--- src/rtl/rr_mux_arbiter_pkg.sv ---
// Shared types and widths for the round-robin packet-locking mux arbiter.
package rr_mux_arbiter_pkg;

  localparam int unsigned NUM_IN = 4;
  localparam int unsigned SEL_W  = 2;

  typedef enum logic {
    IDLE = 1'b0,
    LOCK = 1'b1
  } state_e;

endpackage : rr_mux_arbiter_pkg

--- src/rtl/rr_mux_arbiter_if.sv ---
// Source-side and sink-side signals of the 4-input round-robin mux arbiter.
interface rr_mux_arbiter_if
  import rr_mux_arbiter_pkg::*;
#(
  parameter int unsigned N = 4
);

  logic [N-1:0]      I0;
  logic [N-1:0]      I1;
  logic [N-1:0]      I2;
  logic [N-1:0]      I3;
  logic [NUM_IN-1:0] V;
  logic [NUM_IN-1:0] L;
  logic [NUM_IN-1:0] A;
  logic [SEL_W-1:0]  S;
  logic [N-1:0]      Y;
  logic              Y_valid;
  logic              Y_last;
  logic              Y_ready;

  modport master (
    output I0, I1, I2, I3, V, L, Y_ready,
    input  A, S, Y, Y_valid, Y_last
  );

  modport slave (
    input  I0, I1, I2, I3, V, L, Y_ready,
    output A, S, Y, Y_valid, Y_last
  );

endinterface : rr_mux_arbiter_if

--- src/rtl/mod_n_bit_mux.sv ---
// Plain N-bit 4:1 multiplexer.
module mod_n_bit_mux #(
  parameter int unsigned N = 4
) (
  input  logic [N-1:0] I0,
  input  logic [N-1:0] I1,
  input  logic [N-1:0] I2,
  input  logic [N-1:0] I3,
  input  logic [1:0]   S,
  output logic [N-1:0] Y
);

  always_comb begin
    Y = I0;
    case (S)
      2'd0:    Y = I0;
      2'd1:    Y = I1;
      2'd2:    Y = I2;
      default: Y = I3;
    endcase
  end

endmodule : mod_n_bit_mux

--- src/rtl/rr_mux_arbiter.sv ---
// Round-robin 4:1 arbiter with packet lock; selected beat is registered onto Y.
module rr_mux_arbiter
  import rr_mux_arbiter_pkg::*;
#(
  parameter int unsigned N = 4
) (
  input logic              clk,
  input logic              rst,
  rr_mux_arbiter_if.slave  bus
);

  state_e            state_q, state_d;
  logic [SEL_W-1:0]  ptr_q, ptr_d;
  logic [SEL_W-1:0]  chan_q, chan_d;
  logic [N-1:0]      y_q, y_d;
  logic              y_valid_q, y_valid_d;
  logic              y_last_q, y_last_d;

  logic [SEL_W-1:0]  cand;
  logic              found;
  logic [SEL_W-1:0]  sel_c;
  logic              grant;
  logic              load_en;
  logic [NUM_IN-1:0] a_c;
  logic [N-1:0]      mux_y;

  assign load_en = !y_valid_q | bus.Y_ready;

  // First requester at or after the pointer, wrapping modulo 4.
  always_comb begin
    cand  = ptr_q;
    found = 1'b0;
    for (int unsigned k = 0; k < NUM_IN; k++) begin
      if (!found && bus.V[ptr_q + SEL_W'(k)]) begin
        cand  = ptr_q + SEL_W'(k);
        found = 1'b1;
      end
    end
  end

  always_comb begin
    state_d   = state_q;
    ptr_d     = ptr_q;
    chan_d    = chan_q;
    y_d       = y_q;
    y_valid_d = y_valid_q;
    y_last_d  = y_last_q;
    sel_c     = ptr_q;
    grant     = 1'b0;
    a_c       = '0;

    case (state_q)
      IDLE: begin
        sel_c = found ? cand : ptr_q;
        grant = load_en & found;
        if (grant) begin
          if (bus.L[cand]) begin
            ptr_d = cand + SEL_W'(1);
          end else begin
            state_d = LOCK;
            chan_d  = cand;
          end
        end
      end
      LOCK: begin
        sel_c = chan_q;
        grant = load_en & bus.V[chan_q];
        if (grant && bus.L[chan_q]) begin
          state_d = IDLE;
          ptr_d   = chan_q + SEL_W'(1);
        end
      end
      default: state_d = IDLE;
    endcase

    // An empty load slot drops Y_valid but keeps the old data visible.
    if (load_en) begin
      y_valid_d = grant;
      if (grant) begin
        y_d      = mux_y;
        y_last_d = bus.L[sel_c];
      end
    end

    if (grant && !rst) begin
      a_c[sel_c] = 1'b1;
    end
  end

  mod_n_bit_mux #(.N(N)) u_mux (
    .I0 (bus.I0),
    .I1 (bus.I1),
    .I2 (bus.I2),
    .I3 (bus.I3),
    .S  (sel_c),
    .Y  (mux_y)
  );

  always_ff @(posedge clk) begin
    if (rst) begin
      state_q   <= IDLE;
      ptr_q     <= '0;
      chan_q    <= '0;
      y_q       <= '0;
      y_valid_q <= 1'b0;
      y_last_q  <= 1'b0;
    end else begin
      state_q   <= state_d;
      ptr_q     <= ptr_d;
      chan_q    <= chan_d;
      y_q       <= y_d;
      y_valid_q <= y_valid_d;
      y_last_q  <= y_last_d;
    end
  end

  assign bus.A       = a_c;
  assign bus.S       = sel_c;
  assign bus.Y       = y_q;
  assign bus.Y_valid = y_valid_q;
  assign bus.Y_last  = y_last_q;

endmodule : rr_mux_arbiter

--- src/flat_wrapper.sv ---
// flat-port wrapper written by rule: the top's interface ports become plain ports
module rr_mux_arbiter_flat import rr_mux_arbiter_pkg::*;
#(
  parameter int unsigned N = 4
)
  (clk, rst, bus_I0, bus_I1, bus_I2, bus_I3, bus_V, bus_L, bus_Y_ready, bus_A, bus_S, bus_Y, bus_Y_valid, bus_Y_last);
  rr_mux_arbiter_if #(.N(N)) bus_i ();
  input logic clk;
  input logic rst;
  input wire logic [$bits(bus_i.I0)-1:0] bus_I0;
  input wire logic [$bits(bus_i.I1)-1:0] bus_I1;
  input wire logic [$bits(bus_i.I2)-1:0] bus_I2;
  input wire logic [$bits(bus_i.I3)-1:0] bus_I3;
  input wire logic [$bits(bus_i.V)-1:0] bus_V;
  input wire logic [$bits(bus_i.L)-1:0] bus_L;
  input wire logic [$bits(bus_i.Y_ready)-1:0] bus_Y_ready;
  output wire logic [$bits(bus_i.A)-1:0] bus_A;
  output wire logic [$bits(bus_i.S)-1:0] bus_S;
  output wire logic [$bits(bus_i.Y)-1:0] bus_Y;
  output wire logic [$bits(bus_i.Y_valid)-1:0] bus_Y_valid;
  output wire logic [$bits(bus_i.Y_last)-1:0] bus_Y_last;
  assign bus_i.I0 = bus_I0;
  assign bus_i.I1 = bus_I1;
  assign bus_i.I2 = bus_I2;
  assign bus_i.I3 = bus_I3;
  assign bus_i.V = bus_V;
  assign bus_i.L = bus_L;
  assign bus_i.Y_ready = bus_Y_ready;
  assign bus_A = bus_i.A;
  assign bus_S = bus_i.S;
  assign bus_Y = bus_i.Y;
  assign bus_Y_valid = bus_i.Y_valid;
  assign bus_Y_last = bus_i.Y_last;
  rr_mux_arbiter #(.N(N)) u_core (.clk(clk), .rst(rst), .bus(bus_i));
endmodule
--- config.mk ---
export PLATFORM = sky130hd
export DESIGN_NAME = rr_mux_arbiter_flat
export DESIGN_NICKNAME = d
export VERILOG_FILES = /design/src/rtl/rr_mux_arbiter_pkg.sv /design/src/rtl/rr_mux_arbiter_if.sv /design/src/rtl/mod_n_bit_mux.sv /design/src/rtl/rr_mux_arbiter.sv /design/src/flat_wrapper.sv
export SDC_FILE = /design/constraint.sdc
export NUM_CORES = 1
export LEC_CHECK = 0
export CORE_ASPECT_RATIO = 0.5
export CORE_UTILIZATION = 30
export DETAILED_ROUTE_END_ITERATION = 7
export DONT_BUFFER_PORTS = 1
export GPL_ROUTABILITY_DRIVEN = 1
export PLACE_DENSITY = 0.48
export SYNTH_ARGS = -nofsm -noshare
export SYNTH_HDL_FRONTEND = slang
export SYNTH_SLANG_ARGS = --single-unit
--- constraint.sdc ---
create_clock -name clk -period 2.6 [get_ports clk]
set_clock_uncertainty 0.15 [all_clocks]
set_input_delay 0.26 -clock clk [delete_from_list [all_inputs] [get_ports clk]]
set_output_delay 0.26 -clock clk [all_outputs]
set_load 0.03 [all_outputs]
==> results of run 1 <==
-- metrics by stage --
step / std cells / utilization (%) / hold slack, ns / instance area, µm² / setup WS (ns)
floorplan: 106 / - / 0.179 / 932 / 0.237
global placement: 146 / 36.6 / 0.182 / 1010 / 0.319
detailed placement: 146 / 36.6 / 0.183 / 1010 / 0.294
CTS: 151 / 38.6 / 0.149 / 1070 / 0.0390
global route: 156 / 40.7 / 0.175 / 1120 / 0.0225
finish: 156 / 40.7 / 0.153 / 1120 / 0.162
-- power groups by stage --
stage | sequential [µW] | combinational, µW | clock (µW)
floorplan | 340 | 566 | 0
global placement | 375 | 668 | 0
detailed placement | 377 | 666 | 0
CTS | 373 | 672 | 173
global route | 388 | 801 | 183
finish | 375 | 740 | 165
-- what timing repair did --
item / 4_1_cts / 5_1_grt
setup buffers: 0 / 5
hold endpoints to repair: 4 / 0
resized for setup: 0 / 5
hold buffers: 1 / 0
setup endpoints to repair: 0 / 4
-- path summary, 6_finish.rpt --
kind,to,slack [ns],depth (start not counted)
setup reg to reg,u_core.bus.Y[3],0.47,7
setup / recovery,bus_A[1],0.16,7
hold / removal,u_core.bus.Y_valid,0.15,2
hold reg to reg,u_core.ptr_q[0],0.34,2
-- layer usage --
metal / global-route usage (%) / wire [µm] / vias up
met1: 18.5 / 1090 / 363
met5: 0 / 0 / -
li1: - / - / 417
met3: 3.52 / 157 / 2
met2: 20.2 / 929 / 24
met4: 5.36 / 19 / 0
-- flip-flops by register name (all words and copies together) (netlist names) --
signal              cells
u_core.bus.Y_last       1
u_core.ptr_q            2
u_core.bus.Y            4
u_core.chan_q           2
u_core.state_q          1
u_core.bus.Y_valid      1
-- worst max-delay path, stage by stage, from the launching register on --
cell and delay, ns:
dfxtp_2 0.35, or3_1 0.39, o21ai_2 0.09, o31ai_4 0.09
mux2_4 0.38, or2_1 0.24, nor2_1 0.09, buf_4 0.16
-- cells in the final DEF, fill, tap and decap left out, types with 2 or more instances in the layout --
cell and instances:
mux2i_1 11, nand2_1 10, clkbuf_8 3, mux2_2 4, o21ai_2 7, and2_1 2
o31ai_1 2, o21ai_1 2, nor3_1 2, mux4_2 2, or3_1 2, dfxtp_1 10
nor2b_1 3, nand3_1 4, nand2b_1 3, nor2_1 7, and2b_1 2, inv_1 2
buf_4 11, a21oi_1 4
-- area by class of cell --
cell class | instances | area, µm²
flip-flops and latches | 11 | 221
fillers | 294 | 1640
multi-input cells | 89 | 703
well taps | 37 | 46.3
repair buffers | 12 | 92.6
clock buffers | 4 | 45.0
inverters | 3 | 16.3
-- kinds of logic (layout without fill, tap and decap cells) --
kind of cell / after synthesis / after routing
multiplexers: 18 / 18
XOR/XNOR: 2 / 2
buffers and inverters: 6 / 19
flip-flops: 11 / 11
AO/OA/AOI/OAI: 25 / 25
AND/OR/NAND/NOR: 44 / 44
==> qor.tcl, run 1 <==
set qor(placement.io_buffers) 0
set qor(r2r_start) {u_core.ptr_q[0]}
set qor(insertion_delay_of_the_later_clocked_pin_in_the_worst_skew_pair_ns) 0.23
set qor(design.final.nets) 147
set qor(synth-edff-count) 0
set qor(synth_compound_area_share_pct) 22.0
set qor(area_delta_synth_final_pct) 20.7
set qor(diodes) 0
set qor(hold_path_class) {input pin to register}
set qor(criticalPathCategory) {register to output pin}
set qor(power_frac_comb_pct) 57.8
set qor(totalNegativeSetupSlack_ns) 0
set qor(cp_max_fo) 8
set qor(synth_flop_cell) {dfxtp_1}
set qor(clock_tree_from_tritoncts) {done}
set qor(cts.clk_slew.worst_paths_ns) 0.05
set qor(run_status) {finished clean}
set qor(finalCriticalPeriod_ns) 2.44
set qor(finalSetupViolations) 0
set qor(drive_gt1_share_pct) 31.1
set qor(cts_htree_levels) 1
set qor(netSwitchingPower_uw) 576
set qor(critPathArrivalTime_ns) 2.03
set qor(synth.area.mux_share_pct) 22.7
set qor(synth_top_family_by_area) {simple AND/OR/NAND/NOR gates}
set qor(grt_util_all_layers_pct) 13.6
set qor(cp.required_ns) 2.19
set qor(min_period_over_period_pct) 93.8
set qor(clock_power_share_pct) 12.9
set qor(hold_start) {bus_Y_ready}
set qor(cap_violations) 0
set qor(synth_area_per_cell_um2) 8.79
set qor(die_h_um) 41.4
set qor(drc_errors) 0
set qor(fp.dieArea_um2) 3350
set qor(netlist-cell-type-count) 42
set qor(post_synth_inst_count) 106
set qor(ant_nets) 0
set qor(yosys_warnings) 0
set qor(syn_area_um2) 932
set qor(worstMarginPinSlew_ns) 0.485
set qor(antenna_violations_before_repair) 0
set qor(die_w_um) 80.8
set qor(power_frac_seq_pct) 29.3
set qor(worst_setup_path_startpoint) {u_core.ptr_q[1]}
set qor(grt_max_degree) 12
set qor(finalWeightedCongestion) 0.760
set qor(power.share.switching_pct) 45.0
set qor(cts.sink_count) 11
set qor(grt_pass1_vias) 753
set qor(share_of_the_yosys_chip_area_belonging_to_registers_pct) 23.6
set qor(slew_headroom_pct) 67.3
set qor(grt_first_pass_wirelength_um) 3490
set qor(cts-buffers-inserted) 3
set qor(finalHoldViolCount) 0
set qor(initial_utilization_pct) 33.7
set qor(core_region_area_um2) 2770
set qor(rows) 13
set qor(synth_top_area_cell) {dfxtp_1}
set qor(ys_ff_latch) 11
set qor(rsz0062_at_grt) {no}
set qor(synth_nets) 133
set qor(via_count) 806
set qor(yosys-top-cells-area) {dfxtp_1 24%, mux2i_1 12%, mux2_2 6.0%}
set qor(synth_xor_xnor_area_share_pct) 1.88
set qor(wire_length_reported_by_the_detailed_router_um) 2190
set qor(synth_top_area_share_pct) 23.6
set qor(irDropWorstVdd_mv) 0.487
set qor(synthAdderAreaFrac_pct) 0
set qor(power.leakage_uw) 0.000447
set qor(clockBufferDepth) 2
set qor(synth.cells.most_frequent) {11 x dfxtp_1, 11 x mux2i_1, 10 x nand2_1, 7 x nor2_1}
set qor(crit_path_end_kind) {output pin}
set qor(startpoint_type) {register}
set qor(synthSimpleGateAreaFrac_pct) 26.7
set qor(num_io_pins) 39
set qor(cellPowerDensity_nw_per_um2) 1140
set qor(vias_per_cell) 5.17
set qor(power.total_uw) 1280
set qor(internal_power_uw) 704
set qor(grt_overflow) 0
set qor(post-dp-hpwl_um) 1740
set qor(max_clock_freq_mhz) 410
set qor(maxSlewViolCount) 0
set qor(drt-pass1-iter-count) 4
set qor(routed_wire_length_per_instance_um) 14.1
set qor(dr.first_iter.drc_count) 21
set qor(cts_root_buffer) {clkbuf_8}
set qor(async_flop_share_pct) 0
Power figures use the tool's default switching activity.
==> run 2, diff against run 1 <==
--- a/config.mk
+++ b/config.mk
@@ -6,11 +6,12 @@
 export NUM_CORES = 1
 export LEC_CHECK = 0
 export CORE_ASPECT_RATIO = 0.5
-export CORE_UTILIZATION = 30
+export CORE_UTILIZATION = 35
 export DETAILED_ROUTE_END_ITERATION = 7
 export DONT_BUFFER_PORTS = 1
 export GPL_ROUTABILITY_DRIVEN = 1
-export PLACE_DENSITY = 0.48
+export PLACE_DENSITY = 0.53
+export REMOVE_ABC_BUFFERS = 1
 export SYNTH_ARGS = -nofsm -noshare
 export SYNTH_HDL_FRONTEND = slang
 export SYNTH_SLANG_ARGS = --single-unit
==> run 2 against run 1 <==
Effect of this change:
- routed wire length grew 0.32%
- global-route usage increased by 3.4 points
- sequential power shrank 2%
- total power fell by 3.3%
- maximum frequency down 0.45%
- via count fell by 0.25%
- critical endpoint is now bus_A[0]
- largest cell class unchanged
- largest power group unchanged
==> qor.tcl, run 2 (synthesis gave the netlist of run 1 again) <==
set qor(grt_util_all_layers_pct) 16.9
set qor(cp.required_ns) 2.19
set qor(ant_nets) 0
set qor(diodes) 0
set qor(cellPowerDensity_nw_per_um2) 1130
set qor(via_count) 804
set qor(finalSetupViolations) 0
set qor(insertion_delay_of_the_later_clocked_pin_in_the_worst_skew_pair_ns) 0.23
set qor(initial_utilization_pct) 39.5
set qor(vias_per_cell) 5.32
set qor(post-dp-hpwl_um) 1760
set qor(drt-pass1-iter-count) 4
set qor(rsz0062_at_grt) {no}
set qor(design.final.nets) 144
set qor(die_w_um) 75.0
set qor(hold_slack_ns) 0.174
set qor(max_clock_freq_mhz) 408
set qor(drc_errors) 0
set qor(slew_headroom_pct) 65.5
set qor(power.share.switching_pct) 46.0
set qor(antenna_violations_before_repair) 0
set qor(internal_power_uw) 669
set qor(fp.dieArea_um2) 2890
set qor(grt_overflow) 0
set qor(cts_root_buffer) {clkbuf_8}
set qor(wire_length_reported_by_the_detailed_router_um) 2200
set qor(criticalPathCategory) {register to output pin}
set qor(core_region_area_um2) 2360
set qor(cap_violations) 0
set qor(met2_usage_pct) 25.7
set qor(finalHoldViolCount) 0
set qor(multi_input_comb_area_um2) 699
set qor(drive_gt1_share_pct) 27.6
set qor(power.leakage_uw) 0.000434
set qor(crit_path_end_kind) {output pin}
set qor(finalWeightedCongestion) 0.756
set qor(placement.io_buffers) 0
set qor(use_met1_pct) 24.2
set qor(power_frac_seq_pct) 29.8
set qor(cts.clk_slew.worst_paths_ns) 0.05
set qor(maxSlewViolCount) 0
set qor(clockBufferDepth) 2
set qor(rows) 12
set qor(startpoint_type) {register}
set qor(clock_power_share_pct) 13.2
set qor(grt_max_degree) 12
set qor(worstMarginPinSlew_ns) 0.512
set qor(run_status) {finished clean}
set qor(clock_tree_from_tritoncts) {done}
set qor(critPathArrivalTime_ns) 2.04
set qor(cts-buffers-inserted) 3
set qor(power_frac_comb_pct) 57.0
set qor(sequential_cell_area_um2) 220
set qor(die_h_um) 38.5
set qor(flip_flop_count_of_the_largest_register_after_layout) 4
set qor(num_io_pins) 39
set qor(cts.sink_count) 11
set qor(area_delta_synth_final_pct) 17.4
set qor(routed_wire_length_per_instance_um) 14.6
set qor(irDropWorstVdd_mv) 0.475
set qor(grt_first_pass_wirelength_um) 3530
set qor(most-common-layout-cells) {11 x mux2i_1, 11 x dfxtp_1, 10 x nand2_1}
set qor(hold_path_class) {input pin to register}
set qor(grt_pass1_vias) 780
set qor(dr.first_iter.drc_count) 31
set qor(netSwitchingPower_uw) 569
set qor(cts_htree_levels) 1
set qor(totalNegativeSetupSlack_ns) 0
set qor(cp_max_fo) 8
set qor(finalCriticalPeriod_ns) 2.45
set qor(filler_cell_count) 242
set qor(grtUsageMet3_pct) 3.68
set qor(final_util_pct) 46.4
set qor(grt_busiest_layer) {met2}
set qor(min_period_over_period_pct) 94.2
[run 2: cell count changes in the layout (fill, tap and decap cells not counted)]
cell,previous run,this run
buf_4,11,8
dfxtp_1,10,11
dfxtp_2,1,0
o21ai_1,2,3
o21ai_2,7,6
[run 2: layout make-up]
| type | count | area share [%] |
|---|---|---|
| sequential | 11 | 20.1 |
| tap | 35 | 4.00 |
| inverter | 3 | 1.49 |
| timing repair buffer | 9 | 6.40 |
| multi-input combinational | 89 | 63.9 |
| clock buffer | 4 | 4.11 |
[run 2: per-stage QoR]
stage,setup WS [ns],cell area (µm²),std cells,total power (µW)
2_1_floorplan,0.237,920,103,899
3_3_place_gp,0.295,1020,146,1060
3_5_place_dp,0.307,1020,146,1060
4_1_cts,0.0447,1080,151,1230
5_1_grt,0.0333,1090,151,1320
6_report,0.151,1090,151,1240
[run 2: power by group through the flow]
stage	registers (µW)	logic, µW	clock network, µW
6_report	368	706	164
5_1_grt	380	764	176
4_1_cts	368	691	168
3_5_place_dp	372	685	0
3_3_place_gp	370	685	0
2_1_floorplan	360	539	0
[run 2: timing repair]
item | in CTS | in global routing
gates resized for setup | 0 | 3
hold endpoints to repair | 4 | 0
buffers inserted | 0 | 0
endpoints found under the setup margin | 0 | 3
hold buffers | 1 | 0
[run 2: final timing paths]
path                         from                 end  slack (ns)  cells after the start
setup reg to reg  u_core.ptr_q[0]     u_core.bus.Y[0]        0.38                      7
hold / removal        bus_Y_ready  u_core.bus.Y_valid        0.17                      2
hold reg to reg   u_core.ptr_q[0]     u_core.ptr_q[0]        0.36                      2
setup / recovery  u_core.ptr_q[1]            bus_A[0]        0.15                      7
[run 2: metal layers]
layer | part of all wire, % | vias to the layer above
li1 | - | 409
met1 | 52 | 358
met2 | 40 | 35
met3 | 6.9 | 2
met4 | 0.55 | 0
met5 | 0 | -
[run 2: worst max-delay path: stages, from the launching register on]
cell and delay, ns:
dfxtp_1 0.37, or3_1 0.40, o21ai_2 0.09, o31ai_4 0.10, mux2_4 0.34, or2_1 0.25
nor2_1 0.10, buf_4 0.17
==> run 3, diff against run 2 <==
--- a/config.mk
+++ b/config.mk
@@ -7,11 +7,14 @@
 export LEC_CHECK = 0
 export CORE_ASPECT_RATIO = 0.5
 export CORE_UTILIZATION = 35
+export CTS_BUF_LIST = sky130_fd_sc_hd__clkbuf_4 sky130_fd_sc_hd__clkbuf_8
 export DETAILED_ROUTE_END_ITERATION = 7
 export DONT_BUFFER_PORTS = 1
 export GPL_ROUTABILITY_DRIVEN = 1
+export HOLD_SLACK_MARGIN = 0.05
 export PLACE_DENSITY = 0.53
 export REMOVE_ABC_BUFFERS = 1
 export SYNTH_ARGS = -nofsm -noshare
 export SYNTH_HDL_FRONTEND = slang
 export SYNTH_SLANG_ARGS = --single-unit
+export TNS_END_PERCENT = 30
==> run 3 against run 2 <==
Effect of this change:
- critical path type unchanged
- sequential cell count did not move
- setup slack barely moved
- sequential power barely moved
- clock power rose by 6%
- critical endpoint unchanged
- die area did not move
- via count fell by 0.25%
- cell count did not move
- core utilization rose by 0.16 points
==> qor.tcl, run 3 (synthesis gave the netlist of run 1 again) <==
set qor(initial_utilization_pct) 39.5
set qor(critical_path_buffer_and_inverter_count) 1
set qor(power_frac_comb_pct) 56.5
set qor(ff2ff_setup_slack_ns) 0.38
set qor(postCtsSetupRepairBufs) 0
set qor(via_count) 802
set qor(cellPowerDensity_nw_per_um2) 1140
set qor(grt_pass1_vias) 781
set qor(cap_violations) 0
set qor(placement.io_buffers) 0
set qor(ant_nets) 0
set qor(antenna_violations_before_repair) 0
set qor(grt_util_all_layers_pct) 17.0
set qor(finalWeightedCongestion) 0.756
set qor(worstMarginPinSlew_ns) 0.513
set qor(irDropWorstVdd_mv) 0.487
set qor(critPathTopFamily) {simple AND/OR/NAND/NOR gates}
set qor(cts_htree_levels) 1
set qor(die_h_um) 38.5
set qor(insertion_delay_of_the_later_clocked_pin_in_the_worst_skew_pair_ns) 0.23
set qor(clock_tree_from_tritoncts) {done}
set qor(routed_wire_length_per_instance_um) 14.6
set qor(run_status) {finished clean}
set qor(hold_start) {bus_Y_ready}
set qor(cts_root_buffer) {clkbuf_8}
set qor(grt_first_pass_wirelength_um) 3550
set qor(r2r_start) {u_core.ptr_q[0]}
set qor(drive_gt1_share_pct) 28.4
set qor(die_w_um) 75.0
set qor(worst_hold_path.num_cells) 2
set qor(rows) 12
set qor(clock_power_share_pct) 13.9
set qor(internal_power_uw) 679
set qor(fp.dieArea_um2) 2890
set qor(crit_path_end_kind) {output pin}
set qor(wire_length_reported_by_the_detailed_router_um) 2200
set qor(startpoint_type) {register}
set qor(cts-buffers-inserted) 3
set qor(worstRegToRegCells) 7
set qor(totalNegativeSetupSlack_ns) 0
set qor(cts.clk_slew.worst_paths_ns) 0.05
set qor(cp.required_ns) 2.19
set qor(drc_errors) 0
set qor(critical-path-slowest-cell) {or3_1}
set qor(hold_slack_ns) 0.174
set qor(worstHoldEndpoint) {u_core.bus.Y_valid}
set qor(flip_flop_count_of_the_largest_register_after_layout) 4
set qor(cp_max_fo) 8
set qor(criticalPathCategory) {register to output pin}
set qor(post-dp-hpwl_um) 1760
set qor(power.share.switching_pct) 45.6
set qor(design.final.nets) 144
set qor(num_io_pins) 39
set qor(clockBufferDepth) 2
set qor(diodes) 0
set qor(critical_path.max_stage_delay_ns) 0.40
set qor(netSwitchingPower_uw) 569
set qor(worst_r2r_endpoint) {u_core.bus.Y[0]}
set qor(cts.sink_count) 11
set qor(finalCriticalPeriod_ns) 2.45
set qor(finalSetupViolations) 0
set qor(grt_max_degree) 12
set qor(area_delta_synth_final_pct) 17.9
set qor(min_period_over_period_pct) 94.2
set qor(power_frac_seq_pct) 29.5
set qor(core_region_area_um2) 2360
set qor(max_clock_freq_mhz) 408
set qor(maxSlewViolCount) 0
set qor(slew_headroom_pct) 65.5
set qor(vias_per_cell) 5.31
set qor(power.leakage_uw) 0.000437
set qor(crit_path_cell_trace) {or3_1, o21ai_2, o31ai_4, mux2_4, or2_1, nor2_1, buf_4}
set qor(drt-pass1-iter-count) 4
set qor(finalHoldViolCount) 0
set qor(grt_overflow) 0
set qor(hold_path_class) {input pin to register}
set qor(dr.first_iter.drc_count) 32
set qor(critPathArrivalTime_ns) 2.04
set qor(most-common-layout-cells) {11 x mux2i_1, 11 x dfxtp_1, 10 x nand2_1}
set qor(rsz0062_at_grt) {no}
## run 3: cell type report
type	instances	area [µm²]
flip-flops and latches	11	220
multi-input cells	89	699
fillers	242	1260
clock buffers	4	48.8
inverters	3	16.3
well taps	35	43.8
repair buffers	9	70.1
## run 3: how the worst max path moves through the flow
stage               end  slack [ns]            start  depth (start not counted)
2_1_floorplan  bus_A[0]        0.24  u_core.ptr_q[1]                          6
3_3_place_gp   bus_A[3]        0.30  u_core.ptr_q[1]                          8
3_5_place_dp   bus_A[2]        0.31  u_core.ptr_q[1]                          8
4_1_cts        bus_A[3]        0.04  u_core.ptr_q[1]                          8
5_1_grt        bus_A[0]        0.03  u_core.ptr_q[0]                          6
6_report       bus_A[0]        0.15  u_core.ptr_q[1]                          7
## run 3: timing repair
action                                 in CTS  in global routing
hold buffers                                1                  0
resized for setup                           0                  3
setup endpoints to repair                   0                  3
endpoints found under the hold margin       4                  0
## run 3: through the flow
stage | area, µm² | std cells | worst slack (ns) | power, µW | util, %
after global placement | 1020 | 146 | 0.295 | 1060 | 43.4
after detailed placement | 1020 | 146 | 0.307 | 1060 | 43.4
after floorplan | 920 | 103 | 0.237 | 899 | -
after global routing | 1100 | 151 | 0.0311 | 1330 | 46.6
final | 1100 | 151 | 0.152 | 1250 | 46.6
after CTS | 1080 | 151 | 0.0446 | 1240 | 45.9
## run 3: power by group through the flow
stage	logic, µW	clock network [µW]	registers [µW]
global route	764	188	380
floorplan	539	0	360
detailed placement	685	0	372
finish	706	174	369
CTS	691	179	368
global placement	685	0	370
## run 3: per-layer routing
| metal | track usage (%) | vias to the layer above | wire (µm) |
|---|---|---|---|
| met3 | 3.68 | 2 | 152 |
| li1 | - | 409 | - |
| met4 | 4.25 | 0 | 12 |
| met2 | 25.7 | 35 | 884 |
| met1 | 24.4 | 356 | 1150 |
| met5 | 0 | - | 0 |
